<file path="src/rtl/rip_encode_if.sv">
// Request/response bundle for the RV32IM instruction encoder.
// slave is the encoder's view; master is the requester/consumer.
interface rip_encode_if #(
    parameter int REG_ADDR_WIDTH = 5
);
    logic                      in_valid;
    logic                      in_ready;
    logic [5:0]                op_id;
    logic [REG_ADDR_WIDTH-1:0] rd;
    logic [REG_ADDR_WIDTH-1:0] rs1;
    logic [REG_ADDR_WIDTH-1:0] rs2;
    logic [31:0]               imm;
    logic                      out_valid;
    logic                      out_ready;
    logic [31:0]               out_code;
    logic [1:0]                out_err;

    modport master (
        output in_valid, op_id, rd, rs1, rs2, imm, out_ready,
        input  in_ready, out_valid, out_code, out_err
    );

    modport slave (
        input  in_valid, op_id, rd, rs1, rs2, imm, out_ready,
        output in_ready, out_valid, out_code, out_err
    );
endinterface

</file>
<file path="src/rtl/rip_encode.sv">
// Two-stage elastic encoder: mnemonic ID + operands -> 32-bit RV32IM word.
// Illegal IDs and out-of-range immediates produce NOP_CODE plus an error code.
module rip_encode #(
    parameter int          REG_ADDR_WIDTH = 5,
    parameter int          CNT_WIDTH      = 16,
    parameter logic [31:0] NOP_CODE       = 32'h0000_0013
) (
    input  logic                 clk,
    input  logic                 rst_n,
    input  logic                 flush,
    rip_encode_if.slave          bus,
    output logic [CNT_WIDTH-1:0] enc_count,
    output logic [CNT_WIDTH-1:0] err_count
);

    localparam logic [3:0] FMT_U   = 4'd0;
    localparam logic [3:0] FMT_J   = 4'd1;
    localparam logic [3:0] FMT_I   = 4'd2;
    localparam logic [3:0] FMT_B   = 4'd3;
    localparam logic [3:0] FMT_S   = 4'd4;
    localparam logic [3:0] FMT_SH  = 4'd5;
    localparam logic [3:0] FMT_R   = 4'd6;
    localparam logic [3:0] FMT_CSR = 4'd7;
    localparam logic [3:0] FMT_SYS = 4'd8;
    localparam logic [3:0] FMT_ILL = 4'd9;

    localparam logic [1:0] ERR_OK  = 2'b00;
    localparam logic [1:0] ERR_OP  = 2'b01;
    localparam logic [1:0] ERR_IMM = 2'b10;

    function automatic logic [3:0] classify(input logic [5:0] op);
        case (op) inside
            [6'd0:6'd1]:   return FMT_U;
            6'd2:          return FMT_J;
            6'd3:          return FMT_I;
            [6'd4:6'd9]:   return FMT_B;
            [6'd10:6'd14]: return FMT_I;
            [6'd15:6'd17]: return FMT_S;
            [6'd18:6'd23]: return FMT_I;
            [6'd24:6'd26]: return FMT_SH;
            [6'd27:6'd36]: return FMT_R;
            [6'd37:6'd38]: return FMT_I;
            [6'd39:6'd41]: return FMT_SYS;
            [6'd42:6'd47]: return FMT_CSR;
            [6'd48:6'd55]: return FMT_R;
            default:       return FMT_ILL;
        endcase
    endfunction

    // True when v is representable as a two's-complement value of 'bits' bits.
    function automatic logic fits_signed(input logic signed [31:0] v, input int unsigned bits);
        logic signed [31:0] t;
        t = v >>> (bits - 1);
        return (t == '0) || (t == '1);
    endfunction

    function automatic logic imm_ok(input logic [3:0] fmt, input logic [31:0] imm);
        case (fmt)
            FMT_U:   return imm[11:0] == 12'd0;
            FMT_J:   return fits_signed(imm, 21) && !imm[0];
            FMT_I:   return fits_signed(imm, 12);
            FMT_B:   return fits_signed(imm, 13) && !imm[0];
            FMT_S:   return fits_signed(imm, 12);
            FMT_SH:  return imm[31:5] == 27'd0;
            FMT_CSR: return imm[31:12] == 20'd0;
            default: return 1'b1;
        endcase
    endfunction

    function automatic logic [CNT_WIDTH-1:0] sat_inc(input logic [CNT_WIDTH-1:0] c);
        return (&c) ? c : c + 1'b1;
    endfunction

    logic [3:0]                fmt_p0;
    logic [1:0]                err_p0;
    logic                      accept;
    logic                      load_p2;
    logic                      hs;

    logic                      vld_p1;
    logic [5:0]                op_p1;
    logic [3:0]                fmt_p1;
    logic [1:0]                err_p1;
    logic [REG_ADDR_WIDTH-1:0] rd_p1;
    logic [REG_ADDR_WIDTH-1:0] rs1_p1;
    logic [REG_ADDR_WIDTH-1:0] rs2_p1;
    logic [31:0]               imm_p1;

    logic [6:0]                opc;
    logic [2:0]                f3;
    logic [6:0]                f7;
    logic [4:0]                rd5;
    logic [4:0]                rs15;
    logic [4:0]                rs25;
    logic [31:0]               word_p1;

    logic                      vld_p2;
    logic [31:0]               code_p2;
    logic [1:0]                err_p2;

    assign fmt_p0 = classify(bus.op_id);
    assign err_p0 = (fmt_p0 == FMT_ILL) ? ERR_OP :
                    (imm_ok(fmt_p0, bus.imm) ? ERR_OK : ERR_IMM);

    assign load_p2      = !vld_p2 || bus.out_ready;
    assign bus.in_ready = !flush && (!vld_p1 || load_p2);
    assign accept       = bus.in_valid && bus.in_ready;
    assign hs           = vld_p2 && bus.out_ready;

    // ---- stage 1: register request with its format and error class ----
    always_ff @(posedge clk) begin
        if (!rst_n)                 vld_p1 <= 1'b0;
        else if (flush)             vld_p1 <= 1'b0;
        else if (!vld_p1 || load_p2) vld_p1 <= bus.in_valid;
    end

    always_ff @(posedge clk) begin
        if (accept) begin
            op_p1  <= bus.op_id;
            fmt_p1 <= fmt_p0;
            err_p1 <= err_p0;
            rd_p1  <= bus.rd;
            rs1_p1 <= bus.rs1;
            rs2_p1 <= bus.rs2;
            imm_p1 <= bus.imm;
        end
    end

    assign rd5  = 5'(rd_p1);
    assign rs15 = 5'(rs1_p1);
    assign rs25 = 5'(rs2_p1);

    always_comb begin
        opc = 7'h13;
        case (op_p1) inside
            6'd0:          opc = 7'h37;
            6'd1:          opc = 7'h17;
            6'd2:          opc = 7'h6F;
            6'd3:          opc = 7'h67;
            [6'd4:6'd9]:   opc = 7'h63;
            [6'd10:6'd14]: opc = 7'h03;
            [6'd15:6'd17]: opc = 7'h23;
            [6'd18:6'd26]: opc = 7'h13;
            [6'd27:6'd36]: opc = 7'h33;
            [6'd37:6'd38]: opc = 7'h0F;
            [6'd39:6'd47]: opc = 7'h73;
            [6'd48:6'd55]: opc = 7'h33;
            default:       opc = 7'h13;
        endcase

        f3 = 3'd0;
        case (op_p1)
            6'd5, 6'd11, 6'd16, 6'd24, 6'd29, 6'd38, 6'd42, 6'd49:        f3 = 3'd1;
            6'd12, 6'd17, 6'd19, 6'd30, 6'd43, 6'd50:                     f3 = 3'd2;
            6'd20, 6'd31, 6'd44, 6'd51:                                   f3 = 3'd3;
            6'd6, 6'd13, 6'd21, 6'd32, 6'd52:                             f3 = 3'd4;
            6'd7, 6'd14, 6'd25, 6'd26, 6'd33, 6'd34, 6'd45, 6'd53:        f3 = 3'd5;
            6'd8, 6'd22, 6'd35, 6'd46, 6'd54:                             f3 = 3'd6;
            6'd9, 6'd23, 6'd36, 6'd47, 6'd55:                             f3 = 3'd7;
            default:                                                      f3 = 3'd0;
        endcase

        f7 = 7'h00;
        if (op_p1 == 6'd26 || op_p1 == 6'd28 || op_p1 == 6'd34) f7 = 7'h20;
        else if (op_p1 >= 6'd48 && op_p1 <= 6'd55)               f7 = 7'h01;

        word_p1 = NOP_CODE;
        case (fmt_p1)
            FMT_U:   word_p1 = {imm_p1[31:12], rd5, opc};
            FMT_J:   word_p1 = {imm_p1[20], imm_p1[10:1], imm_p1[11], imm_p1[19:12], rd5, opc};
            FMT_I,
            FMT_CSR: word_p1 = {imm_p1[11:0], rs15, f3, rd5, opc};
            FMT_B:   word_p1 = {imm_p1[12], imm_p1[10:5], rs25, rs15, f3, imm_p1[4:1], imm_p1[11], opc};
            FMT_S:   word_p1 = {imm_p1[11:5], rs25, rs15, f3, imm_p1[4:0], opc};
            FMT_SH:  word_p1 = {f7, imm_p1[4:0], rs15, f3, rd5, opc};
            FMT_R:   word_p1 = {f7, rs25, rs15, f3, rd5, opc};
            FMT_SYS: begin
                case (op_p1)
                    6'd39:   word_p1 = 32'h0000_0073;
                    6'd40:   word_p1 = 32'h0010_0073;
                    default: word_p1 = 32'h3020_0073;
                endcase
            end
            default: word_p1 = NOP_CODE;
        endcase
        if (err_p1 != ERR_OK) word_p1 = NOP_CODE;
    end

    // ---- stage 2: register assembled word; held while the consumer stalls ----
    always_ff @(posedge clk) begin
        if (!rst_n) begin
            vld_p2  <= 1'b0;
            code_p2 <= '0;
            err_p2  <= '0;
        end else begin
            if (flush)        vld_p2 <= 1'b0;
            else if (load_p2) vld_p2 <= vld_p1;
            if (load_p2 && vld_p1 && !flush) begin
                code_p2 <= word_p1;
                err_p2  <= err_p1;
            end
        end
    end

    assign bus.out_valid = vld_p2;
    assign bus.out_code  = code_p2;
    assign bus.out_err   = err_p2;

    // A word leaving during a flush cycle still counts.
    always_ff @(posedge clk) begin
        if (!rst_n) begin
            enc_count <= '0;
            err_count <= '0;
        end else if (hs) begin
            enc_count <= enc_count + 1'b1;
            if (err_p2 != ERR_OK) err_count <= sat_inc(err_count);
        end
    end

endmodule

</file>
<file path="src/flat_wrapper.sv">
// flat-port wrapper written by rule: the top's interface ports become plain ports
module rip_encode_flat 
#(
    parameter int          REG_ADDR_WIDTH = 5,
    parameter int          CNT_WIDTH      = 16,
    parameter logic [31:0] NOP_CODE       = 32'h0000_0013
)
  (clk, rst_n, flush, enc_count, err_count, bus_in_valid, bus_op_id, bus_rd, bus_rs1, bus_rs2, bus_imm, bus_out_ready, bus_in_ready, bus_out_valid, bus_out_code, bus_out_err);
  rip_encode_if #(.REG_ADDR_WIDTH(REG_ADDR_WIDTH)) bus_i ();
  input  logic clk;
  input  logic rst_n;
  input  logic flush;
  output logic [CNT_WIDTH-1:0] enc_count;
  output logic [CNT_WIDTH-1:0] err_count;
  input wire logic [$bits(bus_i.in_valid)-1:0] bus_in_valid;
  input wire logic [$bits(bus_i.op_id)-1:0] bus_op_id;
  input wire logic [$bits(bus_i.rd)-1:0] bus_rd;
  input wire logic [$bits(bus_i.rs1)-1:0] bus_rs1;
  input wire logic [$bits(bus_i.rs2)-1:0] bus_rs2;
  input wire logic [$bits(bus_i.imm)-1:0] bus_imm;
  input wire logic [$bits(bus_i.out_ready)-1:0] bus_out_ready;
  output wire logic [$bits(bus_i.in_ready)-1:0] bus_in_ready;
  output wire logic [$bits(bus_i.out_valid)-1:0] bus_out_valid;
  output wire logic [$bits(bus_i.out_code)-1:0] bus_out_code;
  output wire logic [$bits(bus_i.out_err)-1:0] bus_out_err;
  assign bus_i.in_valid = bus_in_valid;
  assign bus_i.op_id = bus_op_id;
  assign bus_i.rd = bus_rd;
  assign bus_i.rs1 = bus_rs1;
  assign bus_i.rs2 = bus_rs2;
  assign bus_i.imm = bus_imm;
  assign bus_i.out_ready = bus_out_ready;
  assign bus_in_ready = bus_i.in_ready;
  assign bus_out_valid = bus_i.out_valid;
  assign bus_out_code = bus_i.out_code;
  assign bus_out_err = bus_i.out_err;
  rip_encode #(.REG_ADDR_WIDTH(REG_ADDR_WIDTH), .CNT_WIDTH(CNT_WIDTH), .NOP_CODE(NOP_CODE)) u_core (.clk(clk), .rst_n(rst_n), .flush(flush), .bus(bus_i), .enc_count(enc_count), .err_count(err_count));
endmodule
</file>
<file path="config.mk">
export PLATFORM = sky130hd
export DESIGN_NAME = rip_encode_flat
export DESIGN_NICKNAME = d
export VERILOG_FILES = /design/src/rtl/rip_encode_if.sv /design/src/rtl/rip_encode.sv /design/src/flat_wrapper.sv
export SDC_FILE = /design/constraint.sdc
export NUM_CORES = 1
export LEC_CHECK = 0
export CORE_MARGIN = 2
export CORE_UTILIZATION = 52
export CTS_BUF_LIST = sky130_fd_sc_hd__clkbuf_8
export CTS_CLUSTER_SIZE = 24
export DETAILED_ROUTE_END_ITERATION = 16
export GPL_TIMING_DRIVEN = 1
export PLACE_DENSITY = 0.9
export SLEW_MARGIN = 20
export SYNTH_ARGS = -nofsm -noshare
export SYNTH_HDL_FRONTEND = slang
export SYNTH_SLANG_ARGS = --single-unit
</file>
<file path="constraint.sdc">
create_clock -name clk -period 6.9 [get_ports clk]
set_input_delay 1.38 -clock clk [delete_from_list [all_inputs] [get_ports clk]]
set_output_delay 1.38 -clock clk [all_outputs]
set_load 0.03 [all_outputs]
</file>
### Word level (Yosys, flattened, before mapping)

Memory sizes are Yosys's and may differ from the RTL's. A register that Yosys moved wholly into a read port is not among the register bits.
Cells that the tools add are included.

* flip-flop bits (word level): 127
* bits in read-only memories: 192
* input bits: 58
* output and inout port bits: 68
* word-level logic and storage cells: 170
* memories kept: 1

Memories
* (name not given): depth 64, width 3, read ports 1, clocked after memory_dff 1, wr ports 0, RTL line rip_encode.sv:152 `case (op_p1)`

* add/sub/neg operators: 2
* magnitude comparators: 38
* eq/ne operators: 28
* mux-type cells: 33
* bitwise gates (word level): 2
* reductions and logical operators: 53

Operators with widths (number)
* $pmux W32 S8: 1
* $eq A32 B32 Y1 const B: 3
* $logic_not A32 Y1: 3
* $mux W7: 12
* $pmux W30 S2: 1
* $le A6 B6 Y1 const B: 9
* $mux W4: 13
* $ge A6 B6 Y1 const B: 7
* $add A16 B1 Y16 const B: 2
* $mux W32: 1
* $ge A6 B5 Y1 const B: 5
* $le A6 B5 Y1 const B: 5
* $eq A4 B3 Y1 const B: 7
* $logic_not A27 Y1: 1
* $logic_and A1 B1 Y1: 26
* $eq A6 B2 Y1 const B: 4
* $ge A6 B4 Y1 const B: 4
* $le A6 B4 Y1 const B: 4
* $logic_not A20 Y1: 1
* $eq A6 B6 Y1 const B: 3
* $eq A4 B2 Y1 const B: 4
* $reduce_and A16 Y1: 1
* $eq A6 B5 Y1 const B: 2
* $ge A6 B3 Y1 const B: 2
* 18 further kinds: 35

### Longest topological paths before layout

* depth after elaboration: 19
* gate-level depth with buffers: 10
* mapped depth without buffers: 9

### Worst setup path before layout

OpenSTA, ideal clock, no wires.

* kind: in2reg
* start point: in bus_out_ready
* end point: reg u_core.f3[1] (netlist name)
* setup time: 0.070 ns
* data arrival time: 4.342 ns
* data required time: 6.830 ns
* slack: 2.488 ns
* stages on the path: 8
* path buffers: 1
* path through: and3b_1 -> or3b_1 -> buf_4 -> inv_1 -> mux2i_1 -> a2111oi_4 -> nor4_1 -> a21oi_1

* word-level cells in the longest chain between the ends: 5

Ends and longest elaborated chain
* start: declaration: RTL line flat_wrapper.sv:21 `input wire logic [$bits(bus_i.out_ready)-1:0] bus_out_ready;`
* $logic_or A1 B1 Y1: RTL line rip_encode.sv:105 `assign load_p2 = !vld_p2 || bus.out_ready;`
* $logic_or A1 B1 Y1: RTL line rip_encode.sv:106 `assign bus.in_ready = !flush && (!vld_p1 || load_p2);`
* $logic_and A1 B1 Y1: RTL line rip_encode.sv:106
* $logic_and A1 B1 Y1: RTL line rip_encode.sv:107 `assign accept = bus.in_valid && bus.in_ready;`
* via u_core.accept: RTL line rip_encode.sv:76 `logic accept;`
* $mux W6 (no source line)

The timed path passes the listed nets, and every way through them passes these cells.
A chain may end at the register's enable or synchronous reset.

### Final worst setup path

* start point: in bus_out_ready
* end point: reg u_core.f3[2] (netlist name)

* word-level cells in the longest chain between the ends: 5

Ends and longest elaborated chain (RTL line)
* $logic_or A1 B1 Y1: rip_encode.sv:105
* $logic_or A1 B1 Y1: rip_encode.sv:106
* $logic_and A1 B1 Y1: rip_encode.sv:106
* $logic_and A1 B1 Y1: rip_encode.sv:107
* via u_core.accept: rip_encode.sv:76
* $mux W6 (no source line)

The timed path passes the listed nets, and every way through them passes these cells.

==> impl_metrics.ini <==
[clocking]
h-tree-depth = 4
cts_buffer_depth = 2
cts_tree = built
cts_resized = 0
clk_pin_slew_ps = 70
post_cts_buffers = 0
clock_latency_ps = 450
hold_buffers = 0
numClockSinks = 129
cts_root_buf = clkbuf_8
numCtsBuffers = 17

[global_routing]
grt_pass1_vias = 5285
grt_pass1_wl_um = 25400
grt_max_degree = 67
overflow = 0
globalRouteTotalUtil = 0.246
grt_antenna_before_repair = 0

[worst_setup_path]
cp_common_cell = a311oi_1
critPathBufInv = 4
critPathKind = input pin to flip-flop
rr_startpoint = u_core.vld_p1$_SDFFE_PP0N_
r2r_cells = 9
worstPathCellList = clkdlybuf4s50_1 -> and3b_1 -> or3b_1 -> inv_2 -> buf_4 -> nand2_1 -> o21ai_1 -> inv_1 -> a311oi_1 -> a311oi_1
critPathLaunchType = input pin
crit_family = buffers and inverters
cp_num_cells = 10
crit_slowest_cell = or3b_1
rrSetupSlack_ps = 3770
r2r-end = u_core.f3[2]$_DFF_P_
end_kind = flip-flop
crit_end = u_core.f3[2]$_DFF_P_
setup.worst_path.start = bus_out_ready
required_ps = 7210
arrival_ps = 4550
path_max_fanout = 52
slowest_delay_ps = 680

[sta]
fin_tns_setup_ps = 0
slew_viol_final = 0
hold_viol = 0
period_share = 0.614
period_minus_slack_ps = 4240
worst_slew_pin_slew_ps = 943
final.setup.worst_slack_ps = 2660
setup_viol = 0
fmax_mhz = 236
slew_headroom = 0.372
worst_clock_skew_ps = 10.0
rsz0062_at_grt = false

[yosys]
netlist_area_um2 = 6390
syn_inst = 678
synth_fa_ha_area_frac = 0.0157
synth_compound_area_frac = 0.176
synth_xor_area_frac = 0.0411
ys_types = 63
seq_area_frac_synth = 0.496
synth_area_per_cell_um2 = 9.43
synth_top_family_by_area = simple AND/OR/NAND/NOR gates
async_flop_share = 0
synth-simple-area-share = 0.209
yosys_warnings = 0
syn_nets = 744
ys_ff_latch = 129
muxShareOfSynthArea = 0.0233
synth-edff-count = 59
synth-main-ff-cell = dfxtp_1

[die]
num_rows = 40
dieWidth_um = 115
core_um2 = 12000
pin_count = 126
start_util = 0.532
die-height_um = 115
dieArea_um2 = 13200

[detailed_routing]
drc = 0
final_antenna_net_count = 0
drt-wirelength-per-cell_um = 17.2
num_vias = 5684
drtIter0Drc = 628
wl_um = 16200
firstDrtPassIters = 5
vias_per_cell = 6.04

[hold_path]
min_from = u_core.bus.out_code[20]$_SDFFE_PN0P_
hold_class = flip-flop to flip-flop

[final_layout]
syn_to_final_growth_pct = 26.4
finalNetCount = 847
antenna_cells = 0
drive_gt1_frac = 0.0617

[power_and_ir_drop]
ir_worst_vdd_mv = 0.156
power_density_nw_per_um2 = 213
power_leakage_nw = 2.78

[flow_run]
maxCapViolations = 0

[run_status]
outcome = finished, final reports clean

[placement]
port_buffers = 125
place.detailed.hpwl_um = 11400
post-place-ws_ps = 2280
gp_congestion = 0.917
==> metal layers <==
| layer | wire length, µm | up-vias | track usage |
|---|---|---|---|
| met2 | 7830 | 320 | 0.406 |
| met1 | 6510 | 2665 | 0.309 |
| met3 | 1460 | 41 | 0.0564 |
| met5 | 5 | - | 0 |
| li1 | - | 2656 | - |
| met4 | 413 | 2 | 0.113 |
==> per-stage QoR <==
stage / power (mW) / std cells / area (µm²) / util / hold WS [ps]
after CTS: 1.72 / 941 / 8080 / 0.673 / 462
after global routing: 1.77 / 941 / 8080 / 0.673 / 477
after floorplan: 0.982 / 678 / 6390 / - / 461
after detailed placement: 1.06 / 909 / 7660 / 0.638 / 450
after global placement: 1.05 / 909 / 7660 / 0.638 / 444
final: 1.72 / 941 / 8080 / 0.673 / 460
==> kinds of logic (layout without fill, tap and decap cells) <==
group,after synthesis,in the layout
simple gates,262,262
fa+ha+maj,8,8
mux,13,13
xor+xnor,30,30
flops,129,129
compound gates,176,176
buf+inv,60,176
==> area by class of cell <==
type | count | area (µm²)
clock buffer | 18 | 248
clock inverter | 14 | 166
fill | 915 | 3930
inverter | 16 | 60.1
multi-input combinational | 489 | 2970
sequential | 129 | 3170
tap | 147 | 184
timing repair buffer | 128 | 1270
==> worst min path at each step <==
stage | to | slack (ps) | cells past startpoint
6_report | u_core.bus.out_code[20]$_SDFFE_PN0P_ | 460 | 2
5_1_grt | u_core.bus.out_code[5]$_SDFFE_PN0P_ | 480 | 2
4_1_cts | u_core.bus.out_code[5]$_SDFFE_PN0P_ | 460 | 2
3_5_place_dp | u_core.bus.out_code[20]$_SDFFE_PN0P_ | 450 | 2
3_3_place_gp | u_core.bus.out_code[28]$_SDFFE_PN0P_ | 440 | 2
2_1_floorplan | u_core.bus.out_valid$_SDFFE_PP0P_ | 460 | 2
==> placed cells by master (no fill, tap or decap), drive strengths merged, types with 3 or more instances in the layout <==
master and instances:
xnor2 23, nand4 18, clkinv 6, bufinv 3, and4 4, dfxtp 70
a211oi 8, and3 6, or3 6, mux2i 10, nand2 68, o21ai 51
buf 3, nand2b 8, nor2b 26, a21boi 17, clkdlybuf4s50 125, nand3 11
a31oi 8, o211ai 3, mux2 3, nor2 51, nor3 16, edfxtp 59
nor4 6, o221ai 5, clkbuf 18, ha 8, a22oi 15, and2 33
inv 20, xor2 7, a21oi 44
==> cells in the mapped netlist (18+ instances only) <==
library cell	count	area share
a21oi_1	44	0.034
and2_1	32	0.031
clkbuf_1	33	0.019
dfxtp_1	70	0.22
edfxtp_1	59	0.28
nand2_1	68	0.040
nand4_1	18	0.018
nor2_1	51	0.030
nor2b_1	26	0.025
o21ai_0	33	0.026
o21ai_1	18	0.014
xnor2_1	23	0.032
==> registers in the layout, indices dropped and copies added, names as in the netlist, 2 cells and up <==
register	cells
u_core.bus.out_err	2
u_core.fmt_p1	4
u_core.op_p1	6
u_core.rs25	5
u_core.f3	3
u_core.rs15	5
u_core.imm_p1	32
u_core.enc_count	16
u_core.err_count	16
u_core.err_p1	2
u_core.bus.out_code	31
u_core.rd5	5
==> worst reg2reg max path, cell delays in order, from the launching register on <==
cell	delay, ps
dfxtp_1	330
and3b_1	210
or3b_1	680
inv_2	390
buf_4	590
nand2_1	120
o21ai_1	170
inv_1	160
a311oi_1	270
a311oi_1	80
==> report_power, final <==
part / switching (mW) / internal (mW)
registers: 0.0322 / 0.832
logic: 0.101 / 0.0807
clock network: 0.307 / 0.366
No activity file was read; power rests on OpenSTA's default activity.
